===== config.mk =====
export PLATFORM = sky130hd
export DESIGN_NAME = seq_gen
export DESIGN_NICKNAME = d
export VERILOG_FILES = /design/src/rtl/seq_gen_pkg.sv /design/src/rtl/seq_gen_shreg.sv /design/src/rtl/seq_gen.sv
export SDC_FILE = /design/constraint.sdc
export NUM_CORES = 1
export LEC_CHECK = 0
export CORE_MARGIN = 2
export CORE_UTILIZATION = 49
export DETAILED_ROUTE_END_ITERATION = 16
export PLACE_DENSITY_LB_ADDON = 0.2
export SLEW_MARGIN = 20
export SYNTH_ARGS = -nofsm -noshare
export SYNTH_HDL_FRONTEND = slang
export SYNTH_HIERARCHICAL = 1
export SYNTH_SLANG_ARGS = --single-unit
export TNS_END_PERCENT = 30

===== constraint.sdc =====
create_clock -name clk -period 1.7 [get_ports clk]
set_input_delay 0.255 -clock clk [delete_from_list [all_inputs] [get_ports clk]]
set_output_delay 0.255 -clock clk [all_outputs]
set_load 0.005 [all_outputs]

===== src/rtl/seq_gen_pkg.sv =====
// Shared state encodings and default parameters for the seq_gen serial transmitter.
package seq_gen_pkg;

    typedef enum logic [1:0] {
        ST_IDLE   = 2'd0,
        ST_SHIFT  = 2'd1,
        ST_PARITY = 2'd2,
        ST_GAP    = 2'd3
    } state_t;

    localparam int DEF_PAT_W      = 8;
    localparam int DEF_LEN_W      = 4;
    localparam int DEF_GAP_CYCLES = 2;

endpackage


===== src/rtl/seq_gen_shreg.sv =====
// Loadable left-shift register; msb exposes the next bit to transmit.
module seq_gen_shreg #(
    parameter int PAT_W = 8
) (
    input  logic             clk,
    input  logic             rst,
    input  logic             load,
    input  logic [PAT_W-1:0] load_val,
    input  logic             shift_en,
    output logic             msb
);

    logic [PAT_W-1:0] q;

    always_ff @(posedge clk or posedge rst) begin
        if (rst)
            q <= '0;
        else if (load)
            q <= load_val;
        else if (shift_en)
            q <= q << 1;
    end

    assign msb = q[PAT_W-1];

endmodule


===== src/rtl/seq_gen.sv =====
// Serial pattern transmitter: MSB-first frame, optional even-parity bit, zero gap.
// Parity bit is enabled by defining SEQ_GEN_PARITY_EN.
module seq_gen
    import seq_gen_pkg::*;
#(
    parameter int PAT_W      = DEF_PAT_W,
    parameter int LEN_W      = DEF_LEN_W,
    parameter int GAP_CYCLES = DEF_GAP_CYCLES
) (
    input  logic             clk,
    input  logic             rst,
    input  logic             start,
    input  logic [PAT_W-1:0] pattern,
    input  logic [LEN_W-1:0] len,
    output logic             ready,
    output logic             ser_out,
    output logic             ser_valid,
    output logic             done
);

    localparam int GW = (GAP_CYCLES > 1) ? $clog2(GAP_CYCLES) : 1;

    state_t           state;
    logic [LEN_W-1:0] bit_cnt;
    logic [GW-1:0]    gap_cnt;
    logic [LEN_W-1:0] len_c;
    logic [PAT_W-1:0] aligned;
    logic             accept;
    logic             sr_shift;
    logic             sr_msb;
`ifdef SEQ_GEN_PARITY_EN
    logic             par;
`endif

    // Left-justify the pattern so bit [len-1] lands in the MSB.
    always_comb begin
        len_c   = (len > LEN_W'(PAT_W)) ? LEN_W'(PAT_W) : len;
        aligned = pattern << (LEN_W'(PAT_W) - len_c);
    end

    assign accept   = (state == ST_IDLE) && start && (len != '0);
    assign sr_shift = (state == ST_SHIFT) && (bit_cnt != '0);

    // First bit goes straight to ser_out, so the register holds the remainder.
    seq_gen_shreg #(.PAT_W(PAT_W)) u_shreg (
        .clk      (clk),
        .rst      (rst),
        .load     (accept),
        .load_val (aligned << 1),
        .shift_en (sr_shift),
        .msb      (sr_msb)
    );

    always_ff @(posedge clk or posedge rst) begin
        if (rst) begin
            state     <= ST_IDLE;
            ser_out   <= 1'b0;
            ser_valid <= 1'b0;
            done      <= 1'b0;
            ready     <= 1'b1;
            bit_cnt   <= '0;
            gap_cnt   <= '0;
`ifdef SEQ_GEN_PARITY_EN
            par       <= 1'b0;
`endif
        end else begin
            done <= 1'b0;
            case (state)
                ST_IDLE: begin
                    if (accept) begin
                        state     <= ST_SHIFT;
                        ser_out   <= aligned[PAT_W-1];
                        ser_valid <= 1'b1;
                        ready     <= 1'b0;
                        bit_cnt   <= len_c - LEN_W'(1);
`ifdef SEQ_GEN_PARITY_EN
                        par       <= aligned[PAT_W-1];
`endif
                    end
                end
                ST_SHIFT: begin
                    if (bit_cnt != '0) begin
                        ser_out <= sr_msb;
                        bit_cnt <= bit_cnt - LEN_W'(1);
`ifdef SEQ_GEN_PARITY_EN
                        par     <= par ^ sr_msb;
`endif
                    end else begin
`ifdef SEQ_GEN_PARITY_EN
                        state   <= ST_PARITY;
                        ser_out <= par;
`else
                        ser_out   <= 1'b0;
                        ser_valid <= 1'b0;
                        if (GAP_CYCLES == 0) begin
                            state <= ST_IDLE;
                            done  <= 1'b1;
                            ready <= 1'b1;
                        end else begin
                            state   <= ST_GAP;
                            gap_cnt <= GW'(GAP_CYCLES - 1);
                        end
`endif
                    end
                end
                ST_PARITY: begin
                    ser_out   <= 1'b0;
                    ser_valid <= 1'b0;
                    if (GAP_CYCLES == 0) begin
                        state <= ST_IDLE;
                        done  <= 1'b1;
                        ready <= 1'b1;
                    end else begin
                        state   <= ST_GAP;
                        gap_cnt <= GW'(GAP_CYCLES - 1);
                    end
                end
                ST_GAP: begin
                    if (gap_cnt == '0) begin
                        state <= ST_IDLE;
                        done  <= 1'b1;
                        ready <= 1'b1;
                    end else begin
                        gap_cnt <= gap_cnt - GW'(1);
                    end
                end
                default: begin
                    state     <= ST_IDLE;
                    ser_out   <= 1'b0;
                    ser_valid <= 1'b0;
                    ready     <= 1'b1;
                end
            endcase
        end
    end

endmodule


After elaboration in Yosys (flattened, before gate mapping)
Index checks and enable logic that the tools add are counted.
- $add $sub $neg: 4
- multiply operators: 0
- div/mod/pow operators: 0
- magnitude comparators: 1
- equal/unequal tests: 7
- shift operators: 1
- multiplexer cells: 24
- bitwise operators: 0
- reductions and logical operators: 17
- operator list (operator ; number):
    $mux W8 ; 2
    $mux W4 ; 3
    $reduce_and A3 Y1 ; 4
    $mux W1 ; 10
    $pmux W1 S3 ; 3
    $pmux W2 S4 ; 1
    $pmux W4 S2 ; 1
    $reduce_bool A4 Y1 ; 2
    $shl A8 B4 Y8 ; 1
    $sub A4 B1 Y4 const B ; 2
    $mux W2 ; 3
    $ne A2 B2 Y1 const B ; 3
    $reduce_bool A2 Y1 ; 3
    $reduce_bool A3 Y1 ; 2
    $eq A2 B2 Y1 const B ; 2
    $gt A4 B4 Y1 const B ; 1
    $reduce_and A2 Y1 ; 2
    $sub A4 B4 Y4 const A ; 1
    $logic_and A1 B1 Y1 ; 3
    $eq A2 B1 Y1 const B ; 1
    $logic_not A2 Y1 ; 1
    $ne A2 B1 Y1 const B ; 1
    $pmux W1 S2 ; 1
    $sub A1 B1 Y1 const B ; 1
- register bits after elaboration: 19
- latch bits: 0
- bits in writable memories: 0
- memory bits (read-only): 0
- input port bits: 15
- word-level logic and storage cells: 62
- memories: 0

Longest topological paths before layout
Gate-level depths: netlist of the first run.
- depth after elaboration: 6
- mapped depth: 9

Cells and area by module
The synthesis of the first run kept the hierarchy.
- by module, submodules not included (module ; times used ; cells an instance ; area an instance (sq um) ; seq. area each (sq um)):
    seq_gen ; 1 ; 103 ; 1001.0 ; 276.5
    seq_gen_shreg ; 1 ; 35 ; 372.9 ; 200.2

Least setup slack after synthesis of the first run
Ideal clock, no wire load.
- kind: input to register
- from: input len[3]
- to: register u_shreg.q[4]
- data arrival time: 1.888 ns
- data required time: 1.566 ns
- path slack: -0.322 ns
- stages: 8
- cells stage by stage: nand2b_2 -> buf_4 -> ha_1 -> buf_2 -> mux4_2 -> nor2b_1 -> nand2_1 -> o21ai_1
- cells in the longest elaborated chain, start to end: 5
- elaborated cells between the ends (all ways): 8
- ends and longest elaborated chain (element ; line ; source):
    from (decl) ; seq_gen.sv:14 ; input logic [LEN_W-1:0] len,
    $gt A4 B4 Y1 ; seq_gen.sv:37 ; len_c = (len > LEN_W'(PAT_W)) ? LEN_W'(PAT_W) : len;
    $mux W4 (*) ; seq_gen.sv:37 ;
    $sub A4 B4 Y4 (*) ; seq_gen.sv:38 ; aligned = pattern << (LEN_W'(PAT_W) - len_c);
    $shl A8 B4 Y8 (*) ; seq_gen.sv:38 ;
    net aligned[3] ; seq_gen.sv:27 ; logic [PAT_W-1:0] aligned;
    $mux W8 (*) ; seq_gen_shreg.sv:18 ; else if (load)
    to (signal assigned) ; seq_gen_shreg.sv:19 ; q <= load_val;
    to (signal assigned) ; seq_gen_shreg.sv:21 ; q <= q << 1;
    to (decl) ; seq_gen_shreg.sv:13 ; logic [PAT_W-1:0] q;
Mark *: on every way through the listed nets, which the timed path passes. The rest lies on a longest branch.
A chain may end at the register's enable or synchronous reset.

Worst setup path after layout of the first run
- from: input len[2]
- to: register u_shreg.q[6]
Same word-level chain as after synthesis.

==> impl_metrics.py, run 1 <==
metrics = {
    "clock_network": {
        "buffers_from_clock_root_to_sink_at_most": 2,
        "post-cts-setup-buffer-count": 0,
        "clock_tree.htree_level_count": 1,
        "clock_insertion_delay_at_the_later_pin_of_the_skew_report_ns": 0.30,
        "cts_tree": "yes",
        "cts_hold_buf": 0,
        "clock_sinks": 19,
        "tritoncts.num_buffers": 3,
        "clk_pin_slew_ns": 0.11,
        "ctsRootBufferMaster": "clkbuf_4",
    },
    "worst_setup_path": {
        "cp_max_fo": 2,
        "worst-endpoint-required_ns": 1.90,
        "reg2regPathDepth": 5,
        "crit_path_start_kind": "input pin",
        "reg2reg_setup_slack_ns": 0.09,
        "worst_ep_arrival_time_ns": 1.83,
        "r2r-end": "state[1]$_DFFE_PP0P_",
        "regToRegStartpoint": "bit_cnt[2]$_DFFE_PP0P_",
        "worstSetupEndpointType": "flip-flop",
        "criticalPathCategory": "in -> reg",
    },
    "cells_and_area": {
        "design.final.nets": 199,
        "layout.core_utilization_pct": 68.3,
        "final_layout_size_suffix_gt1_share_pct": 27.8,
        "layout.cells.most_common": "buf_4",
        "finalNonFillerCells": 207,
        "flow.area_growth_from_synthesis_pct": 34.8,
        "design_area_um2": 1850,
        "multi_input_comb_area_um2": 948,
        "seq_area_um2": 477,
        "count_of_antenna_diodes_in_the_layout": 0,
        "layout_common_cells": "buf_4 (20), dfrtp_1 (18), clkdlybuf4s50_1 (15)",
        "layout.filler_cells": 208,
    },
    "timing": {
        "report.final.setup_viol": 0,
        "min_period_ns": 1.63,
        "rsz0062_at_grt": "true",
        "clock.fmax_ghz": 0.612,
        "final.period_utilization_pct": 96.2,
        "report.final.hold_viol_count": 0,
        "clock-skew-final_ns": 0.00738,
        "final_max_slew_viol_count": 0,
    },
    "synth": {
        "synthCells": 138,
        "sequential_to_total_area_share_from_yosys_stat_pct": 34.7,
        "number_of_synthesized_flops_with_an_enable_pin": 0,
        "synth_cell_types": 46,
        "yosys_warnings": 6,
        "syn-cell-area_um2": 1370,
        "synth-seq-cells": 19,
        "avgSynthCellArea_um2": 9.96,
        "ys.flop_type": "dfrtp_1",
        "postSynthNetCount": 160,
        "async_flop_share_pct": 100,
    },
    "detailed_routing": {
        "post_drt_via_cell_ratio": 5.52,
        "drt-pass1-iter-count": 5,
        "drt_drc_violations_left": 0,
        "detail_route.wirelength_mm": 2.93,
        "avgRoutedWirePerCell_um": 14.1,
        "detail-route-antenna-nets": 0,
        "routed-via-count": 1142,
        "initialDrtViolationCount": 44,
    },
    "global_route": {
        "met1_usage_pct": 25.8,
        "grt_pass1_vias": 1124,
        "grt_max_degree": 15,
        "met2_usage_pct": 33.8,
        "grt_first_pass_wirelength_mm": 5.04,
        "globalRoute.totalOverflow": 0,
        "grtUsageMet3_pct": 2.27,
        "global_route_layer_with_the_greatest_usage": "met2",
        "global_route.usage.total_pct": 19.9,
        "initial_antenna_violation_count": 0,
    },
    "min_path": {
        "hold_path.class": "in -> async",
    },
    "power": {
        "pd_cells_nw_per_um2": 1400,
        "ir_worst_vdd_uv": 1070,
        "p_total_mw": 2.59,
        "leakage_nw": 0.811,
    },
    "floorplan": {
        "floorplan.core_area_um2": 2710,
        "boundaryPins": 19,
        "die_ht_um": 57.0,
        "floorplan.initialDensity_pct": 50.7,
        "dieArea_um2": 3240,
        "die-width_um": 57.0,
        "rows": 19,
    },
    "placed_design": {
        "globalplace.congestion": 0.809,
        "placed_area_um2": 1740,
        "numPlacedInstances": 203,
        "place.port_buffers": 18,
        "hpwl_mm": 2.31,
    },
    "outcome": {
        "outcome": "complete, no violations",
    },
    "job": {
        "cap_violations": 0,
    },
}
==> critical path, cell delays in order <==
cell	delay (ns)
clkdlybuf4s50_1	0.52
nand2b_4	0.09
xnor2_4	0.17
mux4_2	0.51
a21o_1	0.17
nand2_1	0.05
o21ai_1	0.05
==> report_power, final <==
group          switching [mW]  internal [mW]
clock                   0.141         0.0875
sequential              0.142          0.656
combinational           0.730          0.832
==> sequential cells by signal, indices dropped and copies added, names as in the netlist <==
register and flops:
u_shreg/q 8, ser_valid 1, ser_out 1, state 2, done 1, bit_cnt 4
ready 1, gap_cnt 1
==> logic make-up after synthesis <==
family / Yosys count / synth area share [%]
AND/OR/NAND/NOR: 45 / 17.1
AO/OA/AOI/OAI: 36 / 19.5
XOR/XNOR: 1 / 0.638
adder cells (fa/ha/maj): 7 / 6.37
flip-flops: 19 / 34.7
multiplexers: 18 / 16.9
other: 1 / 0.273
buffers and inverters: 11 / 4.46
==> synthesized netlist by cell type (2+ instances only) <==
| cell type | n | area share (%) |
|---|---|---|
| a21oi_1 | 8 | 2.9 |
| buf_6 | 2 | 1.6 |
| dfrtp_1 | 18 | 33 |
| ha_1 | 7 | 6.4 |
| inv_1 | 6 | 1.6 |
| mux2i_1 | 12 | 8.7 |
| mux4_2 | 4 | 6.6 |
| nand2_1 | 11 | 3.0 |
| nand2b_1 | 4 | 1.8 |
| nand2b_2 | 2 | 1.3 |
| nand3_1 | 2 | 0.73 |
| nand3b_1 | 2 | 1.1 |
| nor2_1 | 11 | 3.0 |
| nor2b_1 | 4 | 1.8 |
| nor3_1 | 3 | 1.1 |
| o21ai_0 | 2 | 0.73 |
| o21ai_1 | 9 | 3.3 |
| o2bb2ai_1 | 2 | 1.3 |
| o31ai_1 | 2 | 1.1 |
==> worst max path at each step <==
stage	from	end	slack (ns)	cells after the start
final	len[2]	u_shreg/q[6]$_DFFE_PP0P_	0.07	7
after global routing	state[0]$_DFFE_PP0P_	bit_cnt[2]$_DFFE_PP0P_	-0.01	8
after CTS	state[1]$_DFFE_PP0P_	bit_cnt[2]$_DFFE_PP0P_	0.03	8
after detailed placement	len[3]	u_shreg/q[6]$_DFFE_PP0P_	-0.51	8
after global placement	len[3]	u_shreg/q[6]$_DFFE_PP0P_	-0.42	8
after floorplan	len[3]	u_shreg/q[4]$_DFFE_PP0P_	-0.10	8
==> timing repair <==
action	CTS	global route
gates resized for setup	5	13
endpoints found under the hold margin	0	0
gates cloned	0	0
endpoints found under the setup margin	9	13
pin swaps	0	2
==> metal layers <==
layer  vias up  part of all wire [%]
met4         0                  0.92
li1        579                     -
met3         2                   2.5
met5         -                     0
met1       542                    45
met2        19                    51
==> metrics by stage <==
stage | TNS, ns | hold slack, ns | setup WS [ns]
after global routing | -0.0137 | 0.252 | -0.0137
after detailed placement | -5.58 | 0.506 | -0.511
final | 0 | 0.214 | 0.0652
after CTS | 0 | 0.216 | 0.0266
after floorplan | -0.306 | 0.0707 | -0.100
after global placement | -4.24 | 0.480 | -0.424
==> area by class of cell <==
cell class	count	share of cell area (%)
multi-input combinational	108	51.2
sequential	19	25.7
timing repair buffer	39	18.2
tap	31	2.09
clock buffer	3	1.22
inverter	6	1.22
clock inverter	1	0.270
(Power assumes the default switching activity.)
==> inputs of run 2 (changes only) <==
Settings changed: PLACE_DENSITY set to 0.85, PLACE_DENSITY_LB_ADDON 0.2 to not set.
==> run 2 against run 1 <==
  * Combinational power hardly changed
  * Die area unchanged
  * Non-clock buffer count did not move
  * First-iteration DRC count up 11%
  * Routed wire length increased by 4.4%
  * Cell area decreased by 0.81%
  * Core utilization fell by 0.55 points
  * Critical path depth is the same
  * Sequential cell count unchanged
  * Final cell count stayed put
  * Sequential power increased by 2%
  * Via count grew 6.2%
  * Critical endpoint is now ser_valid$_DFFE_PP0P_
  * Highest routed layer unchanged
==> impl_metrics.py, run 2 (synthesis gave the netlist of run 1 again) <==
metrics = {
    "floorplan": {
        "die_ht_um": 57.0,
        "floorplan.initialDensity_pct": 50.7,
        "rows": 19,
        "dieArea_um2": 3240,
        "floorplan.core_area_um2": 2710,
        "die-width_um": 57.0,
        "boundaryPins": 19,
    },
    "timing": {
        "rsz0062_at_grt": "true",
        "setup_ws_post_layout_ns": 0.0831,
        "report.final.setup_viol": 0,
        "clock-skew-final_ns": 0.00180,
        "final_max_slew_viol_count": 0,
        "final.period_utilization_pct": 95.1,
        "min_period_ns": 1.62,
        "report.final.hold_viol_count": 0,
        "clock.fmax_ghz": 0.618,
    },
    "power": {
        "pd_cells_nw_per_um2": 1410,
        "power.share.sequential_pct": 31.4,
        "switching_share_of_power_pct": 39.6,
        "total_switching_power_mw": 1.02,
        "internal_power_mw": 1.56,
        "comb_power_share_pct": 59.5,
        "ir_worst_vdd_uv": 1360,
        "leakage_nw": 0.805,
        "p_clk_share_pct": 9.1,
    },
    "worst_setup_path": {
        "critical_path.most_common_cell": "buf_4",
        "crit_slowest_cell": "o41ai_4",
        "crit_path_start_kind": "input pin",
        "critical_path.cell_chain": "clkdlybuf4s50_1 -> buf_4 -> o41ai_4 -> buf_4 -> and2_1 -> o31ai_1 -> o41ai_1",
        "worst-endpoint-required_ns": 1.91,
        "crit_family": "buffers and inverters",
        "criticalPathCategory": "in -> reg",
        "worstSetupEndpointType": "flip-flop",
        "critical_path_buf_inv_count": 3,
        "worst_ep_arrival_time_ns": 1.83,
        "cp_max_fo": 4,
        "crit_path_max_incr_delay_ns": 0.45,
    },
    "cells_and_area": {
        "layout_common_cells": "buf_4 (21), dfrtp_1 (17), clkdlybuf4s50_1 (15)",
        "design_area_um2": 1840,
        "count_of_antenna_diodes_in_the_layout": 0,
        "multi_input_comb_area_um2": 936,
        "layout.filler_cells": 227,
        "design.final.nets": 199,
        "final_layout_size_suffix_gt1_share_pct": 28.4,
        "finalNonFillerCells": 207,
        "flow.area_growth_from_synthesis_pct": 33.7,
        "layout.core_utilization_pct": 67.8,
        "layout.cells.most_common": "buf_4",
        "largest_register": "u_shreg/q",
        "largestRegisters": "u_shreg/q: 8 flops, bit_cnt: 4 flops, state: 2 flops",
        "seq_area_um2": 478,
        "largest_register_ffs": 8,
    },
    "global_route": {
        "grt_pass1_vias": 1274,
        "global_route.usage.total_pct": 20.2,
        "grt_max_degree": 12,
        "globalRoute.totalOverflow": 0,
        "initial_antenna_violation_count": 0,
        "grt_first_pass_wirelength_mm": 5.18,
    },
    "detailed_routing": {
        "drt_drc_violations_left": 0,
        "detail_route.wirelength_mm": 3.06,
        "initialDrtViolationCount": 49,
        "avgRoutedWirePerCell_um": 14.8,
        "detail-route-antenna-nets": 0,
        "drt-pass1-iter-count": 4,
        "post_drt_via_cell_ratio": 5.86,
        "routed-via-count": 1213,
    },
    "placed_design": {
        "post-place-ws_ns": -0.499,
        "place.port_buffers": 18,
        "numPlacedInstances": 203,
        "globalplace.congestion": 0.829,
        "hpwl_mm": 2.39,
        "placed_area_um2": 1740,
    },
    "outcome": {
        "outcome": "complete, no violations",
    },
    "clock_network": {
        "clock_insertion_delay_at_the_later_pin_of_the_skew_report_ns": 0.31,
        "clk_pin_slew_ns": 0.11,
        "cts_hold_buf": 0,
        "clock_tree.htree_level_count": 1,
        "post-cts-setup-buffer-count": 0,
        "cts_tree": "yes",
        "ctsRootBufferMaster": "clkbuf_4",
        "buffers_from_clock_root_to_sink_at_most": 2,
        "tritoncts.num_buffers": 3,
        "clock_sinks": 19,
    },
    "job": {
        "cap_violations": 0,
    },
    "min_path": {
        "hold_path.class": "in -> async",
    },
}
run 2: worst register-to-register path: cells and delay by family (launching register included):
| family | cells | cell delay [ns] |
|---|---|---|
| AO/OA/AOI/OAI | 3 | 0.83 |
| flip-flops | 1 | 0.44 |
| buffers and inverters | 1 | 0.18 |
| AND/OR/NAND/NOR | 1 | 0.07 |
run 2: power by group through the flow:
stage	Sequential [mW]	Combinational (mW)	Clock [mW]
after CTS	0.802	1.43	0.240
after global routing	0.836	1.71	0.259
final	0.814	1.54	0.236
after detailed placement	0.804	1.41	0
after floorplan	0.770	0.956	0
after global placement	0.792	1.33	0
run 2: timing repair:
item,CTS,global route
pin swaps,1,0
hold endpoints to repair,0,0
endpoints found under the setup margin,10,8
resized for setup,6,11
run 2: worst paths after layout:
check	cells after the start	slack, ns	start	end
worst max-delay path	7	0.08	len[2]	ser_valid$_DFFE_PP0P_
worst min-delay path	2	0.21	rst	u_shreg/q[1]$_DFFE_PP0P_
worst max register to register	5	0.12	bit_cnt[0]$_DFFE_PP0P_	state[0]$_DFFE_PP0P_
worst min register to register	2	0.52	ready$_DFFE_PP1P_	ready$_DFFE_PP1P_
max in group asynchronous	2	1.12	rst	ready$_DFFE_PP1P_
min in group clk	2	0.52	ready$_DFFE_PP1P_	ready$_DFFE_PP1P_
run 2: cell type report:
type	count	share of cell area, %
multi-input cells	108	51.0
flip-flops and latches	19	26.0
repair buffers	39	18.2
well taps	31	2.11
clock buffers	3	1.23
inverters	6	1.23
clock inverters	1	0.272
run 2: per-stage QoR:
stage | power, mW | TNS [ns] | hold WS [ns]
after floorplan | 1.73 | -0.306 | 0.0707
after global placement | 2.13 | -4.16 | 0.481
after detailed placement | 2.21 | -5.13 | 0.492
after CTS | 2.47 | 0 | 0.217
after global routing | 2.80 | -0.00268 | 0.245
final | 2.59 | 0 | 0.207
run 2: per-layer routing:
metal	wire length (um)	vias to the layer above	track usage (%)
li1	-	579	-
met1	1240	594	21.8
met2	1600	33	36.6
met3	128	7	3.17
met4	80	0	12.6
met5	0	-	0
==> inputs of run 3 (changes only) <==
Settings changed: CORE_UTILIZATION 49 to 51, CTS_BUF_LIST set to sky130_fd_sc_hd__clkbuf_8, PLACE_DENSITY 0.85 to 0.88.
==> run 3 against run 2 <==
  * Clock skew grew 0.0018 ns
  * Fmax shrank 3.8%
  * Combinational power is essentially flat
  * Hold slack gained 0.067 ns
  * Total power grew 1.9%
  * Clock power grew 30%
==> impl_metrics.py, run 3 (synthesis gave the netlist of run 1 again) <==
metrics = {
    "cells_and_area": {
        "final_layout_size_suffix_gt1_share_pct": 26.7,
        "largest_register_ffs": 8,
        "count_of_antenna_diodes_in_the_layout": 0,
        "largest_register": "u_shreg/q",
        "design.final.nets": 199,
        "layout_common_cells": "buf_4 (20), dfrtp_1 (18), clkdlybuf4s50_1 (14)",
        "finalNonFillerCells": 206,
        "layout.cells.most_common": "buf_4",
        "flow.area_growth_from_synthesis_pct": 34.1,
        "layout.filler_cells": 175,
        "largestRegisters": "u_shreg/q: 8 flops, bit_cnt: 4 flops, state: 2 flops",
        "design_area_um2": 1840,
    },
    "clock_network": {
        "tritoncts.num_buffers": 3,
        "clock_insertion_delay_at_the_later_pin_of_the_skew_report_ns": 0.26,
        "clock_sinks": 19,
        "clock_tree.htree_level_count": 1,
        "cts_hold_buf": 0,
        "buffers_from_clock_root_to_sink_at_most": 2,
        "ctsRootBufferMaster": "clkbuf_8",
        "clk_pin_slew_ns": 0.07,
        "cts_tree": "yes",
    },
    "power": {
        "p_clk_share_pct": 11.6,
        "leakage_nw": 0.825,
        "power.share.sequential_pct": 30.5,
        "comb_power_share_pct": 57.9,
        "ir_worst_vdd_uv": 1150,
        "switching_share_of_power_pct": 38.5,
        "total_switching_power_mw": 1.01,
        "internal_power_mw": 1.62,
        "pd_cells_nw_per_um2": 1430,
        "p_total_mw": 2.64,
    },
    "global_route": {
        "globalRoute.totalOverflow": 0,
        "grt_pass1_vias": 1129,
        "global_route.usage.total_pct": 19.2,
        "initial_antenna_violation_count": 0,
        "grt_max_degree": 15,
        "grt_first_pass_wirelength_mm": 4.81,
    },
    "floorplan": {
        "floorplan.core_area_um2": 2520,
        "dieArea_um2": 3120,
        "floorplan.initialDensity_pct": 54.5,
        "rows": 18,
        "die_ht_um": 55.9,
        "die-width_um": 55.9,
        "boundaryPins": 19,
    },
    "timing": {
        "setup-tns-final_ns": 0,
        "report.final.setup_viol": 0,
        "final_max_slew_viol_count": 0,
        "clock.fmax_ghz": 0.595,
        "min_period_ns": 1.68,
        "clock-skew-final_ns": 0.00362,
        "setup_ws_post_layout_ns": 0.0189,
        "final.period_utilization_pct": 98.9,
        "report.final.hold_viol_count": 0,
        "rsz0062_at_grt": "true",
    },
    "detailed_routing": {
        "drt_drc_violations_left": 0,
        "post_drt_via_cell_ratio": 5.70,
        "initialDrtViolationCount": 32,
        "detail_route.wirelength_mm": 2.94,
        "drt-pass1-iter-count": 4,
        "detail-route-antenna-nets": 0,
        "routed-via-count": 1174,
        "avgRoutedWirePerCell_um": 14.3,
    },
    "placed_design": {
        "placed_area_um2": 1730,
        "place.port_buffers": 18,
        "hpwl_mm": 2.27,
        "post-place-ws_ns": -0.481,
        "globalplace.congestion": 0.827,
        "numPlacedInstances": 201,
    },
    "worst_setup_path": {
        "regToRegStartpoint": "state[1]$_DFFE_PP0P_",
        "worst-endpoint-required_ns": 1.84,
        "criticalPathCategory": "reg -> reg",
        "reg2regPathDepth": 8,
        "worst_ep_arrival_time_ns": 1.82,
        "r2r-end": "bit_cnt[2]$_DFFE_PP0P_",
        "worstSetupEndpointType": "flip-flop",
        "crit_path_start_kind": "flip-flop",
        "cp_max_fo": 9,
        "reg2reg_setup_slack_ns": 0.02,
    },
    "job": {
        "cap_violations": 0,
    },
    "outcome": {
        "outcome": "complete, no violations",
    },
    "min_path": {
        "hold_path.class": "in -> async",
    },
}
run 3: cell count changes in the layout (fill, tap and decap cells not counted), sizes merged:
| cell | before | now |
|---|---|---|
| clkdlybuf4s50 | 15 | 14 |
| clkbuf | 3 | 4 |
| dlymetal6s2s | 0 | 1 |
| dlygate4sd2 | 3 | 2 |
run 3: routing by layer:
metal / share of wire, % / wire (um) / GRT usage (%) / up-vias
met5: 0 / 0 / 0 / -
met4: 1.5 / 44 / 9.52 / 0
met3: 3.0 / 87 / 1.40 / 4
met2: 52 / 1520 / 33.8 / 32
met1: 44 / 1290 / 23.7 / 558
li1: - / - / - / 580
run 3: final cells by class:
cell class	count	area [um^2]	area share, %
flip-flops and latches	19	477	25.9
multi-input cells	108	922	50.1
clock inverters	1	5.00	0.272
clock buffers	3	41.3	2.24
inverters	6	22.5	1.22
repair buffers	39	337	18.3
well taps	30	37.5	2.04
run 3: power by group through the flow:
stage	registers, mW	logic, mW	clock network, mW
after CTS	0.798	1.41	0.317
final	0.805	1.53	0.307
after floorplan	0.770	0.956	0
after detailed placement	0.803	1.39	0
after global placement	0.788	1.33	0
after global routing	0.827	1.68	0.337
run 3: stage by stage:
| step | util, % | hold WS (ns) |
|---|---|---|
| final | 73.0 | 0.273 |
| after global routing | 73.0 | 0.310 |
| after CTS | 70.6 | 0.270 |
| after detailed placement | 68.5 | 0.503 |
| after global placement | 68.5 | 0.480 |
| after floorplan | - | 0.0707 |
run 3: worst max-delay path: stages (launching register included):
cell	delay, ns
dfrtp_1	0.39
inv_1	0.12
ha_4	0.20
nor2_1	0.07
a21oi_1	0.19
ha_2	0.25
nand3b_1	0.09
a31oi_1	0.19
a21oi_1	0.06
run 3: how the worst max path moves through the flow:
stage	from	end	cells after the start
2_1_floorplan	len[3]	u_shreg/q[4]$_DFFE_PP0P_	8
3_3_place_gp	len[3]	u_shreg/q[6]$_DFFE_PP0P_	8
3_5_place_dp	len[3]	u_shreg/q[6]$_DFFE_PP0P_	8
4_1_cts	state[1]$_DFFE_PP0P_	bit_cnt[2]$_DFFE_PP0P_	8
6_report	state[1]$_DFFE_PP0P_	bit_cnt[2]$_DFFE_PP0P_	8
5_1_grt	state[1]$_DFFE_PP0P_	bit_cnt[2]$_DFFE_PP0P_	8
run 3: what timing repair did:
item,CTS,global route
pin swaps,0,2
endpoints found under the setup margin,11,14
setup buffers,0,1
resized for setup,5,12
